[config.mk]
export PLATFORM = sky130hd
export DESIGN_NAME = irr_priority_resolver
export DESIGN_NICKNAME = d
export VERILOG_FILES = /design/src/rtl/irr_priority_resolver.sv
export SDC_FILE = /design/constraint.sdc
export NUM_CORES = 1
export LEC_CHECK = 0
export ABC_AREA = 1
export CAP_MARGIN = 20
export CORE_ASPECT_RATIO = 1.5
export CORE_MARGIN = 1.5
export CORE_UTILIZATION = 53
export DETAILED_ROUTE_END_ITERATION = 16
export GPL_TIMING_DRIVEN = 0
export PLACE_DENSITY = 0.88
export SLEW_MARGIN = 20
export SYNTH_ARGS = -nofsm -noshare
export SYNTH_HDL_FRONTEND = slang
export SYNTH_SLANG_ARGS = --single-unit
[constraint.sdc]
create_clock -name clk_i -period 4.8 [get_ports clk_i]
set_input_delay 0.96 -clock clk_i [delete_from_list [all_inputs] [get_ports clk_i]]
set_output_delay 0.96 -clock clk_i [all_outputs]
set_load 0.1 [all_outputs]
[src/rtl/irr_priority_resolver.sv]
// Interrupt request front end: latches IR lines into the IRR and picks a fully nested,
// rotating-priority one-hot winner for the in-service block and the INTA sequencer.
module irr_priority_resolver (
    input  logic       clk_i,
    input  logic       rst_i,
    input  logic [7:0] ir_in_i,
    input  logic       ltim_i,
    input  logic [7:0] imr_i,
    input  logic [7:0] interrupts_in_service_i,
    input  logic       freeze_i,
    input  logic       ack_i,
    input  logic       rotate_set_i,
    input  logic [2:0] rotate_level_i,
    input  logic       eoi_rotate_i,
    input  logic [2:0] eoi_level_i,
    output logic [7:0] irr_o,
    output logic [7:0] priority_o,
    output logic       int_req_o,
    output logic [2:0] lowest_prio_o
);

    logic [7:0] irr_q, irr_d;
    logic [7:0] ir_prev_q;
    logic [7:0] priority_q, priority_d;
    logic [2:0] lowest_q, lowest_d;

    logic [7:0]  clrMask;
    logic [7:0]  setMask;
    logic [7:0]  candidates;
    logic [3:0]  shamt;
    logic [15:0] candDbl;
    logic [15:0] isrDbl;
    logic [7:0]  candRot;
    logic [7:0]  isrRot;
    logic        found;
    logic        blocked;
    logic [2:0]  winPos;
    logic [2:0]  winLevel;

    // In edge mode a new edge beats a simultaneous ack; in level mode the ack wins for one cycle.
    always_comb begin
        clrMask = ack_i ? priority_q : 8'h00;
        setMask = ir_in_i & ~ir_prev_q & {8{~freeze_i}};
        if (ltim_i) begin
            if (freeze_i) begin
                irr_d = ir_in_i & irr_q & ~clrMask;
            end else begin
                irr_d = ir_in_i & ~clrMask;
            end
        end else begin
            irr_d = (irr_q & ~clrMask) | setMask;
        end
    end

    always_comb begin
        lowest_d = lowest_q;
        if (rotate_set_i) begin
            lowest_d = rotate_level_i;
        end else if (eoi_rotate_i) begin
            lowest_d = eoi_level_i;
        end
    end

    // Rotate so that position 0 is the highest-priority level (L+1), then scan upward.
    always_comb begin
        candidates = irr_q & ~imr_i;
        shamt      = {1'b0, lowest_q} + 4'd1;
        candDbl    = {candidates, candidates} >> shamt;
        isrDbl     = {interrupts_in_service_i, interrupts_in_service_i} >> shamt;
        candRot    = candDbl[7:0];
        isrRot     = isrDbl[7:0];
        found      = 1'b0;
        blocked    = 1'b0;
        winPos     = 3'd0;
        for (int j = 0; j < 8; j++) begin
            if (!found) begin
                if (isrRot[j]) begin
                    blocked = 1'b1;
                end
                if (candRot[j]) begin
                    found  = 1'b1;
                    winPos = 3'(j);
                end
            end
        end
        winLevel   = lowest_q + 3'd1 + winPos;
        priority_d = (found && !blocked) ? (8'h01 << winLevel) : 8'h00;
        if (freeze_i) begin
            priority_d = priority_q;
        end
    end

    always_ff @(posedge clk_i) begin
        if (rst_i) begin
            irr_q      <= 8'h00;
            ir_prev_q  <= 8'h00;
            priority_q <= 8'h00;
            lowest_q   <= 3'd7;
        end else begin
            irr_q      <= irr_d;
            ir_prev_q  <= ir_in_i;
            priority_q <= priority_d;
            lowest_q   <= lowest_d;
        end
    end

    assign irr_o         = irr_q;
    assign priority_o    = priority_q;
    assign int_req_o     = |priority_q;
    assign lowest_prio_o = lowest_q;

endmodule

==> summary.md, run 1 <==
| Metric | Value |
|---|---|
| Reg power frac | `34.5%` |
| Setup WS pre-CTS | `0.960 ns` |
| Hold_buf cts | `0` |
| Worst clock skew | `0.00440 ns` |
| GRT Overall Usage | `30.3%` |
| CTS Root Cell | `clkbuf_8` |
| Min Tclk post-route | `3.58 ns` |
| Cell variety after synth | `37` |
| Vias in the first global route | `2370` |
| Post-DRT Antenna Nets | `0` |
| Post-CTS setup buffer count | `0` |
| Critical-path maximum fanout | `5` |
| Switch Pwr | `0.304 mW` |
| Final WL | `6260 µm` |
| Placed cells | `435` |
| Worst rel slew slack | `34.6%` |
| Share of cells above drive strength 1 | `11.7%` |
| I/O pins | `57` |
| Cell area power density | `257 mW/mm²` |
| Drt via density | `5.58` |
| Crit path from | `imr_i[2]` |
| Kind of end point of the critical path | `register` |
| CTS tree | `built` |
| Initial DRT Pass Iterations | `4` |
| Clock network power share | `18.1%` |
| Vias | `2451` |
| Max-cap violations | `0` |
| Unrepaired setup endpoints after global routing | `no` |
| Startpoint types | `input pin` |
| First-pass GRT wire length | `10100 µm` |
| Number of buffers added on ports | `54` |
| Total design power | `0.715 mW` |
| Detailed Route Iter0 Violations | `109` |
| Die H | `80.8 µm` |
| Status | `finished clean` |
| CTS Buf Count | `3` |
| Post-route cell area | `0.00278 mm²` |
| Clk sinks | `27` |
| Most common cell after layout, fill and taps aside | `nand2_1` |
| Std cell rows | `28` |
| Initial core utilization | `54.6%` |
| CTS resizes | `0` |
| Post-synthesis sequential area ratio | `25.2%` |
| Tcrit/Tclk final | `74.5%` |
| Routed wire per std cell | `14.3 µm` |
| Worst Setup EP | `priority_o[4]` |
| Die X | `54.9 µm` |
| Worst-Skew Late Latency | `0.27 ns` |
| Pin count of the biggest net entering global routing | `15` |
| N_diodes | `0` |
| Dominant cells by area after synthesis | `dfxtp_1 (25%), nand2_1 (17%), nand3_1 (13%)` |
| Synthesized cell area | `0.00214 mm²` |
| Worst min path class | `reg -> reg` |
| FF-to-FF path depth | `20` |
| Gpl congestion | `0.959` |
| Total core area | `0.00392 mm²` |
| Setup violators final | `0` |
| Final setup TNS | `0 ns` |
| Actual slew at the worst max-slew pin | `0.977 ns` |
| Final hold vios | `0` |
| Max Freq | `280 MHz` |
| Placed Area | `0.00274 mm²` |
| Sw frac | `42.6%` |
| RR Endpoint | `priority_o[4]` |
| Synth top area share | `25.2%` |
| Reg-to-Reg Start | `lowest_prio_o[0]` |
| Clock transition at path regs | `0.09 ns` |
| # H-tree levels | `1` |
| Fin nets | `434` |
| Worst path arrival time | `3.79 ns` |
| Mapped Cells | `336` |
| Yosys top cell by area | `dfxtp_1` |
| Initial antenna violation count | `0` |
| CTS Buffer Depth | `2` |
| Seq cells post-synth | `27` |
| Crit path kind | `in -> reg` |
| Avg Inst Size Synth | `6.37 µm²` |
| Synth warn | `0` |
| Lkg Pwr | `1.21 nW` |
| Hold slack final | `0.493 ns` |
| Fin cells | `439` |
| Data required time at the worst endpoint | `5.01 ns` |
| DIE AREA | `0.00444 mm²` |
| Slew Viols, Final | `0` |
| Setup ws final | `1.22 ns` |
| DRC errors left | `0` |
| DPL Wire Length | `4950 µm` |
| Syn_nets | `375` |
| Area Overhead vs Synth | `30.0%` |
| Worst vdd ir | `0.268 mV` |
| Total grt overflow | `0` |
| Comb pwr share | `47.3%` |
| Most frequent cells in the layout | `nand2_1 (99), nand3_1 (54), clkdlybuf4s50_1 (54), inv_1 (33)` |
| Core Util, Final | `70.9%` |
| FF-to-FF setup slack | `1.85 ns` |
| Cell Int Power | `0.410 mW` |
## synth_stat cells
cell type	instances
buf_2	3
inv_2	1
nor4_1	2
o21ai_1	3
inv_6	2
o31ai_2	1
a21oi_2	6
o211ai_1	2
nand4_1	3
clkbuf_1	3
buf_1	2
inv_1	33
and2_2	1
o21ai_2	1
buf_6	5
a21oi_1	11
nand3_2	9
dfxtp_1	27
nor2_8	1
nand4_4	1
clkinv_1	1
fa_1	1
ha_1	1
nand3_4	1
buf_4	1
o221ai_1	8
o21ai_0	7
nand2_1	99
nor2_1	27
xor2_1	1
nor2_2	1
nand2_2	8
nor3_1	2
o21a_1	2
a31oi_1	4
nand2_4	1
nand3_1	54
## kinds of logic (layout without fill, tap and decap cells)
kind of cell	count (synthesis)	in the layout	synth area share, %
xor gates and xnor gates	1	1	0.409
DFF	27	27	25.2
AOI/OAI and AO/OA	45	45	14.2
adders and majority gates	2	2	1.52
buffers and inverters	51	109	11.5
and+or+nand+nor	210	210	47.1
## power by group through the flow
stage          registers [mW]  clock network, mW  logic, mW
2_1_floorplan           0.308                  0      0.187
4_1_cts                 0.247              0.130      0.336
3_3_place_gp            0.251                  0      0.330
5_1_grt                 0.248              0.136      0.366
3_5_place_dp            0.252                  0      0.333
6_report                0.247              0.130      0.338
## final cells by class
type / count / area [µm²]
well taps: 45 / 56.3
fillers: 335 / 1140
inverters: 37 / 149
flip-flops and latches: 27 / 541
clock buffers: 4 / 45.0
plain buffers: 14 / 97.6
multi-input cells: 258 / 1350
repair buffers: 54 / 541
## how the worst min path moves through the flow
stage,from,end,slack [ns],cells past startpoint
finish,ir_prev_q[5],irr_o[5],0.49,3
global placement,ir_prev_q[1],irr_o[1],0.47,3
global route,ir_prev_q[2],irr_o[2],0.52,3
CTS,ir_prev_q[5],irr_o[5],0.49,3
floorplan,ir_prev_q[0],irr_o[0],0.47,3
detailed placement,ir_prev_q[5],irr_o[5],0.48,3
## worst max-delay path, stage by stage
cell and delay [ns]:
clkdlybuf4s50_1 0.42, inv_1 0.09, nand3_1 0.09, nand3_1 0.12
nand2_1 0.07, o21ai_1 0.27, inv_1 0.14, nand4_4 0.13
inv_1 0.06, a31oi_1 0.13, o21ai_0 0.16, fa_1 0.42
xor2_1 0.22, inv_1 0.08, nand3_2 0.10, nand2_4 0.07
inv_2 0.08, nand2_1 0.07, a21oi_2 0.12
## state kept, by name, indices dropped and copies added, names as in the netlist
name and count:
ir_prev_q 8, irr_o 8, lowest_prio_o 3, priority_o 8
## metal layers
layer	global-route usage (%)	part of all wire, %
met1	32.6	40
met2	57.0	55
met3	3.31	3.3
met4	11.7	2.0
met5	0	0
Note: power is estimated with default switching activity, not from simulation.
==> inputs of run 2 (changes only) <==
--- a/config.mk
+++ b/config.mk
@@ -9,10 +9,10 @@
 export CAP_MARGIN = 20
 export CORE_ASPECT_RATIO = 1.5
 export CORE_MARGIN = 1.5
-export CORE_UTILIZATION = 53
+export CORE_UTILIZATION = 44
 export DETAILED_ROUTE_END_ITERATION = 16
 export GPL_TIMING_DRIVEN = 0
-export PLACE_DENSITY = 0.88
+export PLACE_DENSITY = 0.79
 export SLEW_MARGIN = 20
 export SYNTH_ARGS = -nofsm -noshare
 export SYNTH_HDL_FRONTEND = slang
==> constraint.sdc (replaced) <==
create_clock -name clk_i -period 2.9 [get_ports clk_i]
set_input_delay 0.58 -clock clk_i [delete_from_list [all_inputs] [get_ports clk_i]]
set_output_delay 0.58 -clock clk_i [all_outputs]
set_load 0.1 [all_outputs]
==> run 2 against run 1 <==
Compared with the run above:
- clock skew rose by 0.0011 ns
- total power increased by 88%
- via count grew 15%
- final area rose by 23%
- clock-buffer cell count is 1 lower
- the run now ends with negative setup slack left
- global-route usage shrank 3.7 points
- clock power is 64% higher
- non-clock buffer count up 28
- first-iteration DRC count increased to 2.9 times the previous value
==> summary.md, run 2 (synthesis results as in run 1) <==
| Metric | Value |
|---|---|
| Hold_buf cts | `0` |
| CTS Buf Count | `3` |
| Switch Pwr | `0.592 mW` |
| # H-tree levels | `1` |
| Pin count of the biggest net entering global routing | `16` |
| CTS Buffer Depth | `2` |
| CTS Root Cell | `clkbuf_8` |
| Routed wire per std cell | `17.0 µm` |
| Fin nets | `462` |
| Failing checks | `negative setup slack` |
| Max-cap violations | `0` |
| Final setup TNS | `-0.0535 ns` |
| Drt via density | `5.81` |
| Die X | `60.0 µm` |
| Final WL | `8240 µm` |
| Setup ws final | `-0.0224 ns` |
| Actual slew at the worst max-slew pin | `0.994 ns` |
| Die H | `88.4 µm` |
| Setup violators final | `4` |
| First-pass GRT wire length | `10900 µm` |
| Tcrit/Tclk final | `101%` |
| Number of buffers added on ports | `54` |
| Total core area | `0.00462 mm²` |
| Filler instances | `334` |
| HP Start | `ir_prev_q[7]` |
| CP max stage delay | `0.34 ns` |
| Crit-path cells | `dlygate4sd2_1 > inv_2 > nand3_2 > nand3_2 > nand2_2 > nand2_2 > nand2_2 > a31oi_1 > o21ai_2 > nor2_1 > ha_2 > inv_2 > fa_2 > xor2_2 > inv_1 > nand3_2 > nand2_4 > inv_4 > nand2_2 > a21oi_2` |
| Worst path arrival time | `3.07 ns` |
| Slew Viols, Final | `0` |
| CTS tree | `built` |
| DRC errors left | `0` |
| Startpoint types | `input pin` |
| Area Overhead vs Synth | `59.6%` |
| Sw frac | `44.0%` |
| Clock network power share | `15.8%` |
| Std cell rows | `30` |
| Initial antenna violation count | `0` |
| Hold slack final | `0.488 ns` |
| Critical-path maximum fanout | `5` |
| Initial core utilization | `46.4%` |
| Worst vdd ir | `0.447 mV` |
| Cell Int Power | `0.754 mW` |
| Vias in the first global route | `2478` |
| Crit path from | `imr_i[2]` |
| Cell area power density | `394 mW/mm²` |
| CP max stage cell | `fa_2` |
| Top delay family on crit path | `simple AND/OR/NAND/NOR gates` |
| Unrepaired setup endpoints after global routing | `yes` |
| Core Util, Final | `74.0%` |
| Buf/Inv on CP | `5` |
| I/O pins | `57` |
| Kind of end point of the critical path | `register` |
| GRT Overall Usage | `26.6%` |
| Data required time at the worst endpoint | `3.04 ns` |
| Total grt overflow | `0` |
| N_diodes | `0` |
| Share of cells above drive strength 1 | `34.8%` |
| Detailed Route Iter0 Violations | `315` |
| Gpl congestion | `0.900` |
| Comb pwr share | `53.2%` |
| Clk sinks | `27` |
| Most common cell after layout, fill and taps aside | `nand2_1` |
| Fin cells | `486` |
| Min Tclk post-route | `2.92 ns` |
| Final hold vios | `0` |
| Worst min path class | `reg -> reg` |
| Post-DRT Antenna Nets | `0` |
| Worst-Skew Late Latency | `0.27 ns` |
| Worst clock skew | `0.00554 ns` |
| Most frequent cells in the layout | `nand2_1 (83), clkdlybuf4s50_1 (46), nand3_1 (29), buf_4 (28), nor2_1 (24)` |
| Placed cells | `454` |
| Reg power frac | `31.0%` |
| Reg-to-Reg Start | `lowest_prio_o[0]` |
| Initial DRT Pass Iterations | `7` |
| Clock transition at path regs | `0.09 ns` |
| Crit path kind | `in -> reg` |
| Max Freq | `342 MHz` |
| Worst rel slew slack | `33.5%` |
| CP dominant cell by count | `nand2_2` |
| DPL Wire Length | `4950 µm` |
| Lkg Pwr | `1.44 nW` |
| DIE AREA | `0.00530 mm²` |
| Status | `finished with violations` |
| Vias | `2825` |
-- run 2: final timing paths --
check	endpoint	slack [ns]	cells after the start
worst min-delay path	irr_o[7]	0.49	3
worst min register to register	irr_o[7]	0.49	3
worst max register to register	priority_o[4]	0.01	20
worst max-delay path	priority_o[4]	-0.02	20
-- run 2: timing repair --
item / 4_1_cts / 5_1_grt
setup buffers: 14 / 13
endpoints found under the setup margin: 8 / 8
resized for setup: 58 / 47
pin swaps: 30 / 26
cloned: 0 / 1
-- run 2: per-stage QoR --
stage | worst slack, ns | power [mW] | cell area (µm²)
detailed placement | -0.540 | 0.968 | 2780
finish | -0.0224 | 1.35 | 3420
floorplan | 0.0300 | 0.822 | 2160
CTS | 0.0583 | 1.24 | 3090
global placement | -0.477 | 0.959 | 2780
global route | -0.160 | 1.41 | 3420
-- run 2: layer usage --
metal	global-route usage (%)	up-vias	routed length, µm	share of wire (%)
met5	0	-	0	0
met4	14.9	0	627	7.6
met1	30.5	1297	2890	35
met2	47.4	180	4210	51
met3	1.75	66	511	6.2
li1	-	1282	-	-
-- run 2: layout make-up --
cell class	count	area [µm²]	area share, %
clock buffer	3	41.3	1.21
clock inverter	1	5.00	0.147
tap	64	80.1	2.34
multi-input combinational	258	1670	48.9
sequential	27	559	16.4
buffer	14	129	3.77
inverter	37	170	4.98
timing repair buffer	82	759	22.2
-- run 2: power by group through the flow --
stage	logic [mW]	clock network (mW)	registers, mW
detailed placement	0.549	0	0.418
finish	0.716	0.213	0.417
global route	0.761	0.230	0.419
global placement	0.541	0	0.418
CTS	0.611	0.217	0.412
floorplan	0.309	0	0.513
-- run 2: tightest hold or removal path, cell delays in order, from the launching register on --
cell and delay, ns:
dfxtp_1 0.32, nor2_1 0.04, nand2_1 0.04, a21oi_1 0.05
